===== src/rtl/hazard_pkg.sv =====
// Shared types and constants for the pipeline hazard / forwarding controller.
package hazard_pkg;

  // Default register-address width (32 architectural registers).
  localparam int unsigned REG_AW_DEF = 5;

  // EX operand-mux select encodings.
  localparam logic [1:0] FWD_REG = 2'b00;  // value read from the regfile in ID
  localparam logic [1:0] FWD_WB  = 2'b01;  // result of the instruction now entering WB
  localparam logic [1:0] FWD_MEM = 2'b10;  // result of the instruction now entering MEM

  // Load-use stall FSM states.
  typedef enum logic {
    IDLE  = 1'b0,
    STALL = 1'b1
  } state_e;

endpackage : hazard_pkg


===== src/rtl/hazard_src_match.sv =====
// Per-operand producer match and priority encoder. Given one ID source
// register it reports whether the EX producer writes it (load-use input),
// the forward select for the following EX cycle, and the WB->ID bypass bit.
module hazard_src_match
  import hazard_pkg::*;
#(
  parameter int unsigned REG_AW   = REG_AW_DEF,
  parameter bit          ZERO_REG = 1'b1
) (
  input  logic [REG_AW-1:0] src_i,
  input  logic [REG_AW-1:0] ex_rd_i,
  input  logic              ex_regwrite_i,
  input  logic [REG_AW-1:0] mem_rd_i,
  input  logic              mem_regwrite_i,
  input  logic [REG_AW-1:0] wb_rd_i,
  input  logic              wb_regwrite_i,
  output logic              ex_hit_o,
  output logic [1:0]        sel_o,
  output logic              byp_o
);

  logic src_live_s;
  logic ex_m_s;
  logic mem_m_s;
  logic wb_m_s;

  // A hardwired-zero source can never be produced by anyone.
  assign src_live_s = !(ZERO_REG && (src_i == {REG_AW{1'b0}}));

  assign ex_m_s  = src_live_s && ex_regwrite_i  && (ex_rd_i  == src_i);
  assign mem_m_s = src_live_s && mem_regwrite_i && (mem_rd_i == src_i);
  assign wb_m_s  = src_live_s && wb_regwrite_i  && (wb_rd_i  == src_i);

  // Nearest producer wins: EX (will be in MEM) over MEM (will be in WB).
  always_comb begin
    sel_o = FWD_REG;
    if (ex_m_s) begin
      sel_o = FWD_MEM;
    end else if (mem_m_s) begin
      sel_o = FWD_WB;
    end else begin
      sel_o = FWD_REG;
    end
  end

  assign ex_hit_o = ex_m_s;
  assign byp_o    = wb_m_s;

endmodule : hazard_src_match


===== src/rtl/hazard_forward_ctrl.sv =====
// Pipeline hazard controller: load-use stall FSM, branch-flush bubbles,
// registered EX forward selects, WB->ID bypass and a saturating stall counter.
module hazard_forward_ctrl
  import hazard_pkg::*;
#(
  parameter int unsigned REG_AW   = REG_AW_DEF,
  parameter int unsigned LOAD_LAT = 1,
  parameter bit          ZERO_REG = 1'b1,
  parameter int unsigned CNT_W    = 16
) (
  input  logic              clk,
  input  logic              rst_n,
  input  logic              id_valid,
  input  logic [REG_AW-1:0] id_rs,
  input  logic [REG_AW-1:0] id_rt,
  input  logic [REG_AW-1:0] ex_rd,
  input  logic              ex_regwrite,
  input  logic              ex_memread,
  input  logic [REG_AW-1:0] mem_rd,
  input  logic              mem_regwrite,
  input  logic [REG_AW-1:0] wb_rd,
  input  logic              wb_regwrite,
  input  logic              flush,
  output logic              stall_if,
  output logic              bubble_ex,
  output logic [1:0]        fwd_a,
  output logic [1:0]        fwd_b,
  output logic              id_byp_a,
  output logic              id_byp_b,
  output logic [CNT_W-1:0]  stall_cnt
);

  // Remaining stall cycles after the detecting cycle.
  localparam logic [2:0]       CNT_LOAD = 3'(LOAD_LAT - 1);
  localparam logic [CNT_W-1:0] CNT_MAX  = {CNT_W{1'b1}};
  localparam logic [CNT_W-1:0] CNT_ONE  = {{(CNT_W-1){1'b0}}, 1'b1};

  state_e           state_q, state_d;
  logic [2:0]       cnt_q, cnt_d;
  logic [1:0]       fwd_a_q, fwd_a_d;
  logic [1:0]       fwd_b_q, fwd_b_d;
  logic [CNT_W-1:0] stall_cnt_q, stall_cnt_d;

  logic       ex_hit_a_s, ex_hit_b_s;
  logic [1:0] sel_a_s, sel_b_s;
  logic       byp_a_s, byp_b_s;
  logic       hit_s;
  logic       stall_s;
  logic       bubble_s;

  hazard_src_match #(.REG_AW(REG_AW), .ZERO_REG(ZERO_REG)) u_match_a (
    .src_i(id_rs), .ex_rd_i(ex_rd), .ex_regwrite_i(ex_regwrite),
    .mem_rd_i(mem_rd), .mem_regwrite_i(mem_regwrite),
    .wb_rd_i(wb_rd), .wb_regwrite_i(wb_regwrite),
    .ex_hit_o(ex_hit_a_s), .sel_o(sel_a_s), .byp_o(byp_a_s)
  );

  hazard_src_match #(.REG_AW(REG_AW), .ZERO_REG(ZERO_REG)) u_match_b (
    .src_i(id_rt), .ex_rd_i(ex_rd), .ex_regwrite_i(ex_regwrite),
    .mem_rd_i(mem_rd), .mem_regwrite_i(mem_regwrite),
    .wb_rd_i(wb_rd), .wb_regwrite_i(wb_regwrite),
    .ex_hit_o(ex_hit_b_s), .sel_o(sel_b_s), .byp_o(byp_b_s)
  );

  assign hit_s = id_valid && ex_memread && (ex_hit_a_s || ex_hit_b_s);

  // Next-state, stall/bubble decode and next forward selects; flush beats stall.
  always_comb begin
    state_d  = state_q;
    cnt_d    = cnt_q;
    stall_s  = 1'b0;
    bubble_s = 1'b0;
    fwd_a_d  = FWD_REG;
    fwd_b_d  = FWD_REG;
    case (state_q)
      IDLE: begin
        if (flush) begin
          bubble_s = 1'b1;
        end else if (hit_s) begin
          stall_s  = 1'b1;
          bubble_s = 1'b1;
          cnt_d    = CNT_LOAD;
          if (LOAD_LAT == 1) begin
            state_d = IDLE;
          end else begin
            state_d = STALL;
          end
        end else begin
          fwd_a_d = sel_a_s;
          fwd_b_d = sel_b_s;
        end
      end
      STALL: begin
        stall_s  = 1'b1;
        bubble_s = 1'b1;
        if (flush || (cnt_q == 3'd1)) begin
          state_d = IDLE;
          cnt_d   = 3'd0;
        end else begin
          cnt_d = cnt_q - 3'd1;
        end
      end
      default: begin
        state_d = IDLE;
        cnt_d   = 3'd0;
      end
    endcase
  end

  // Saturating count of cycles spent holding IF.
  always_comb begin
    stall_cnt_d = stall_cnt_q;
    if (stall_s && (stall_cnt_q != CNT_MAX)) begin
      stall_cnt_d = stall_cnt_q + CNT_ONE;
    end else begin
      stall_cnt_d = stall_cnt_q;
    end
  end

  // State, down-counter, forward selects and stall counter registers.
  always_ff @(posedge clk or negedge rst_n) begin
    if (!rst_n) begin
      state_q     <= IDLE;
      cnt_q       <= 3'd0;
      fwd_a_q     <= FWD_REG;
      fwd_b_q     <= FWD_REG;
      stall_cnt_q <= {CNT_W{1'b0}};
    end else begin
      state_q     <= state_d;
      cnt_q       <= cnt_d;
      fwd_a_q     <= fwd_a_d;
      fwd_b_q     <= fwd_b_d;
      stall_cnt_q <= stall_cnt_d;
    end
  end

  // Combinational controls are forced low while reset is held.
  assign stall_if  = stall_s  & rst_n;
  assign bubble_ex = bubble_s & rst_n;
  assign id_byp_a  = byp_a_s  & rst_n;
  assign id_byp_b  = byp_b_s  & rst_n;
  assign fwd_a     = fwd_a_q;
  assign fwd_b     = fwd_b_q;
  assign stall_cnt = stall_cnt_q;

endmodule : hazard_forward_ctrl

===== config.mk =====
export PLATFORM = sky130hd
export DESIGN_NAME = hazard_forward_ctrl
export DESIGN_NICKNAME = d
export VERILOG_FILES = /design/src/rtl/hazard_pkg.sv /design/src/rtl/hazard_src_match.sv /design/src/rtl/hazard_forward_ctrl.sv
export SDC_FILE = /design/constraint.sdc
export NUM_CORES = 1
export LEC_CHECK = 0
export ABC_AREA = 0
export CAP_MARGIN = 20
export CELL_PAD_IN_SITES_DETAIL_PLACEMENT = 2
export CELL_PAD_IN_SITES_GLOBAL_PLACEMENT = 2
export CORE_MARGIN = 2
export CORE_UTILIZATION = 27
export DETAILED_ROUTE_END_ITERATION = 8
export GPL_ROUTABILITY_DRIVEN = 0
export PLACE_DENSITY = 0.8
export SYNTH_ARGS = -nofsm -noshare
export SYNTH_HDL_FRONTEND = slang
export SYNTH_SLANG_ARGS = --single-unit

===== constraint.sdc =====
create_clock -name clk -period 2.3 [get_ports clk]
set_input_delay 0.23 -clock clk [delete_from_list [all_inputs] [get_ports clk]]
set_output_delay 0.23 -clock clk [all_outputs]
set_load 0.005 [all_outputs]

=== Yosys cells after proc, flatten, opt, wreduce, memory -nomap -nowiden ===
Cells that the tools add are included.
W data, S select, Z words.

* Mux-type cells: 21
* Bitwise logic cells: 5
* Reductions and logical operators: 22
* Equality and inequality tests: 10
* Add/sub/neg operators: 2

{| class="wikitable"
|+ Operators with widths
! cell !! number
|-
| $eq A5 B5 Y1 || 6
|-
| $add A16 B1 Y16 const B || 1
|-
| $mux W2 || 8
|-
| $ne A16 B16 Y1 const B || 1
|-
| $logic_and A1 B1 Y1 || 15
|-
| $logic_not A5 Y1 || 2
|-
| $mux W3 || 3
|-
| $mux W1 || 6
|-
| $pmux W1 S2 || 3
|-
| $pmux W3 S2 || 1
|-
| $and A1 B1 Y1 || 4
|-
| $ne A2 B2 Y1 const B || 2
|-
| $eq A3 B1 Y1 const B || 1
|-
| $sub A3 B1 Y3 const B || 1
|-
| $logic_not A1 Y1 || 2
|-
| $logic_or A1 B1 Y1 || 2
|-
| $reduce_and A2 Y1 || 1
|-
| $not A1 Y1 || 1
|}

* Output and inout port bits: 24
* Bits in registers: 24
* Word-level logic and storage cells: 65

=== Logic depth before layout (Yosys ltp) ===
* Depth after elaboration: 10
* Mapped depth: 7
* Gate-level depth less buffers: 7

=== Cells and area by module ===
A second synthesis with hierarchy kept.

* Cell total of the unflattened synthesis: 163
* Area, all modules: 1609.0 um2

{| class="wikitable"
|+ By module, submodules not included
! module !! sequential area each (um2) !! times used !! cells an instance !! area each (um2)
|-
| hazard_forward_ctrl || 600.6 || 1 || 111 || 1201.2
|-
| hazard_src_match at u_match_a || 0.0 || 1 || 26 || 205.2
|-
| hazard_src_match at u_match_b || 0.0 || 1 || 26 || 202.7
|}

=== Worst setup path before layout ===
OpenSTA, ideal clock, no wires.

* Kind: input to output
* From: input port id_rt[0]
* To: output port stall_if
* Arrival: 1.622 ns
* Slack: 0.448 ns
* Path buffers: 0
* Cell stages on the path: 6
* Cell sequence: or4_1 > nor2_2 > nor4_2 > o21a_4 > or2_1 > and2_1

* Cells in the longest elaborated chain, start to end: 10

{| class="wikitable"
|+ Ends and longest elaborated chain
! what !! line !! source
|-
| start, declared || hazard_forward_ctrl.sv:15 || <nowiki>input logic [REG_AW-1:0] id_rt,</nowiki>
|-
| $logic_not A5 Y1 || hazard_src_match.sv:28 || <nowiki>assign src_live_s = !(ZERO_REG && (src_i == {REG_AW{1'b0}}));</nowiki>
|-
| $logic_not A1 Y1 || hazard_src_match.sv:28 ||
|-
| $logic_and A1 B1 Y1 || hazard_src_match.sv:30 || <nowiki>assign ex_m_s = src_live_s && ex_regwrite_i && (ex_rd_i == src_i);</nowiki>
|-
| $logic_and A1 B1 Y1 * || hazard_src_match.sv:30 ||
|-
| $logic_or A1 B1 Y1 * || hazard_forward_ctrl.sv:65 || <nowiki>assign hit_s = id_valid && ex_memread && (ex_hit_a_s || ex_hit_b_s);</nowiki>
|-
| $logic_and A1 B1 Y1 * || hazard_forward_ctrl.sv:65 ||
|-
| $mux W1 * || hazard_forward_ctrl.sv:79 || <nowiki>end else if (hit_s) begin</nowiki>
|-
| $mux W1 * || hazard_forward_ctrl.sv:77 || <nowiki>if (flush) begin</nowiki>
|-
| $pmux W1 S2 * || hazard_forward_ctrl.sv:75 || <nowiki>case (state_q)</nowiki>
|-
| $and A1 B1 Y1 * || hazard_forward_ctrl.sv:138 || <nowiki>assign stall_if = stall_s & rst_n;</nowiki>
|-
| end, declared || hazard_forward_ctrl.sv:24 || <nowiki>output logic stall_if,</nowiki>
|}

Every way passes the cells marked *; elsewhere a longest branch is shown, timed or not.

=== Final worst setup path ===
* From: input port id_rt[1]
* To: output port bubble_ex

* Cells in the longest elaborated chain, start to end: 10

{| class="wikitable"
|+ Ends and longest elaborated chain
! what !! line !! source
|-
| $logic_not A5 Y1 || hazard_src_match.sv:28 ||
|-
| $logic_not A1 Y1 || hazard_src_match.sv:28 ||
|-
| $logic_and A1 B1 Y1 || hazard_src_match.sv:30 ||
|-
| $logic_and A1 B1 Y1 * || hazard_src_match.sv:30 ||
|-
| $logic_or A1 B1 Y1 * || hazard_forward_ctrl.sv:65 ||
|-
| $logic_and A1 B1 Y1 * || hazard_forward_ctrl.sv:65 ||
|-
| $mux W1 * || hazard_forward_ctrl.sv:79 ||
|-
| $mux W1 * || hazard_forward_ctrl.sv:77 ||
|-
| $pmux W1 S2 * || hazard_forward_ctrl.sv:75 ||
|-
| $and A1 B1 Y1 * || hazard_forward_ctrl.sv:139 || <nowiki>assign bubble_ex = bubble_s & rst_n;</nowiki>
|-
| end, declared || hazard_forward_ctrl.sv:25 || <nowiki>output logic bubble_ex,</nowiki>
|}

Marks and branches as above.

==> impl_metrics.ini <==
[synth]
synthXorXnorAreaFrac = 0.241
synth-edff-count = 0
syn_inst = 155
avgSynthCellArea_um2 = 10.3
ys_ff_latch = 24
synthFlopType = dfrtp_1
ys_types = 37
yosys.area_share.simple = 0.174
yosys-top-cells-count = xnor2_1, dfrtp_1, xor2_1
synth_top_area_share = 0.376
synth.most_common_cell = xnor2_1
ys_top_cells_by_area = dfrtp_1, xnor2_1, xor2_1, o211ai_2, nand3_1
synth_top_family_by_area = XOR/XNOR gates
synthMuxAreaShare = 0.0203
synth-seq-area-share = 0.376
async_flop_share = 1.00
synth_nets = 191
yosysWarnings = 0
synth_compound_area_frac = 0.139
syn_area_um2 = 1600
yosys.area.top_type = dfrtp_1
synthAdderAreaFrac = 0.0235

[run]
drv_cap = 0

[floorplanning]
initial_utilization = 0.275
rows = 28
chipHeight_um = 81.0
ios = 57
dieArea_um2 = 6550
core_area_um2 = 5820
die_w_um = 81.0

[global_routing]
grt_pass1_wl_mm = 9.32
grt_max_degree = 17
first_global_vias = 1803
antenna_found_initial = 0
overflow = 0
grtUsageTotal = 0.187

[pwr]
irDropWorstVdd_mv = 0.173
leakagePower_uw = 0.00107
powerDensity_nw_per_um2 = 415

[timing]
final.setup.tns_ns = 0
rsz0062_at_grt = no
fin_crit_sh = 0.971
finalSetupViolCount = 0
finalClockSkew_ns = 0.00856
hold_slack_ns = 0.484
tightest_slew_ns = 0.318
fmax_ghz = 0.448
drv_slew = 0
hold_viol = 0
slew_headroom = 0.787
period_needed_ns = 2.23
setup_ws_ns = 0.0662

[worst_setup_path]
cp.required_ns = 2.07
path_max_fanout = 4
start_kind = primary input
worstPathArrival_ns = 2.00
path_cells = clkdlybuf4s50_1 > xor2_1 > nor4_4 > buf_4 > o21bai_1 > a21boi_1 > clkdlybuf4s15_2
cp_slowest_cell = clkdlybuf4s50_1
path_buf_inv = 3
max_stage_delay_ns = 0.54
critPathTopFamily = buffers and inverters
path_class = in2out
end_kind = output port

[layout]
layout.nets = 279
utilization = 0.442
multi_input_area_um2 = 1010
areaGrowthSynthToFinish_pct = 60.9
diodes = 0
fillCellCount = 629
seq_area_um2 = 601
drive_gt1_frac = 0.236

[placement]
port-buffer-count = 56
dp_slack_ns = -0.450
dp.final_hpwl_mm = 4.60

[routing]
drtAntennaViolNets = 0
routed_via_density = 4.85
routed_wl_mm = 5.78
route.detailed.drc = 0
drt-initial-drc-count = 24
dr.pass1.iters = 4
avgRoutedWirePerCell_um = 18.2
dr_total_vias = 1539

[clock_tree]
cts_root_buf = clkbuf_8
cts_tree = built
clockBufferDepth = 2
cts_buffers = 3
hold_buffers = 0
numClockSinks = 24
clk-insertion-delay-late_ns = 0.28
htreeDepth = 1
clk_pin_slew_ns = 0.10

[run_status]
status = complete, no violations

[worst_hold_path]
hold_class = in2async
==> layout by cell type (no fill, tap or decap), drive strengths merged, types with 2 or more instances in the layout <==
master and count:
inv 5, nand2 5, clkbuf 3, clkdlybuf4s15 4, nor4 4, nand4 5, clkdlybuf4s50 42, buf 32
or4 2, nor2 7, xnor2 34, nor3 5, o21ai 3, mux2 2, o211ai 6, nand3 9
dlygate4sd2 8, and3 7, dfrtp 24, o21a 2, xor2 10, ha 3, and2 2, o2111ai 6
a21oi 2
==> layout make-up <==
cell class	count	area share
multi-input cells	122	0.391
repair buffers	87	0.304
flip-flops and latches	24	0.233
well taps	75	0.0365
clock buffers	3	0.0161
clock inverters	1	0.0117
inverters	5	0.00730
==> worst paths after layout <==
| check | start | end | slack [ns] | depth (start not counted) |
|---|---|---|---|---|
| setup reg to reg | stall_cnt[0] | stall_cnt[15] | 0.21 | 8 |
| setup / recovery | id_rt[1] | bubble_ex | 0.07 | 7 |
| max in group asynchronous | rst_n | stall_cnt[10] | 1.58 | 2 |
| hold / removal | rst_n | state_q | 0.48 | 2 |
| hold reg to reg | stall_cnt[9] | stall_cnt[9] | 0.51 | 1 |
| min in group clk | id_rs[0] | fwd_a[0] | 0.51 | 5 |
==> cell families after synthesis <==
group           count (synthesis)
xor+xnor                       44
mux                             3
flops                          24
fa+ha+maj                       3
compound gates                 23
buf+inv                         9
simple gates                   49
==> repair_timing <==
| item | in CTS | in global routing |
|---|---|---|
| pin swaps | 11 | 4 |
| setup buffers | 3 | 0 |
| endpoints found under the setup margin | 3 | 5 |
| resized for setup | 27 | 5 |
==> routing by layer <==
layer | part of all wire | GRT usage | vias up
met5 | 0 | 0 | -
met2 | 0.52 | 0.345 | 44
met4 | 0.0062 | 0.0373 | 0
met3 | 0.034 | 0.0222 | 5
met1 | 0.44 | 0.233 | 764
li1 | - | - | 726
==> flip-flops by register name (all words and copies together) (netlist names) <==
| name | count |
|---|---|
| stall_cnt | 16 |
| fwd_a | 2 |
| state_q | 1 |
| cnt_q | 3 |
| fwd_b | 2 |
==> stage by stage <==
stage,cell area [um^2],power (uW),std cells
3_5_place_dp,2440,688,310
6_report,2570,1070,317
3_3_place_gp,2440,674,310
5_1_grt,2570,1110,317
4_1_cts,2560,1070,317
2_1_floorplan,1600,537,155
==> report_power, final <==
part	internal (uW)	switching [uW]
clock	233	153
sequential	435	11.6
combinational	128	106
total	797	270
Note: power is estimated with default switching activity, not from simulation.
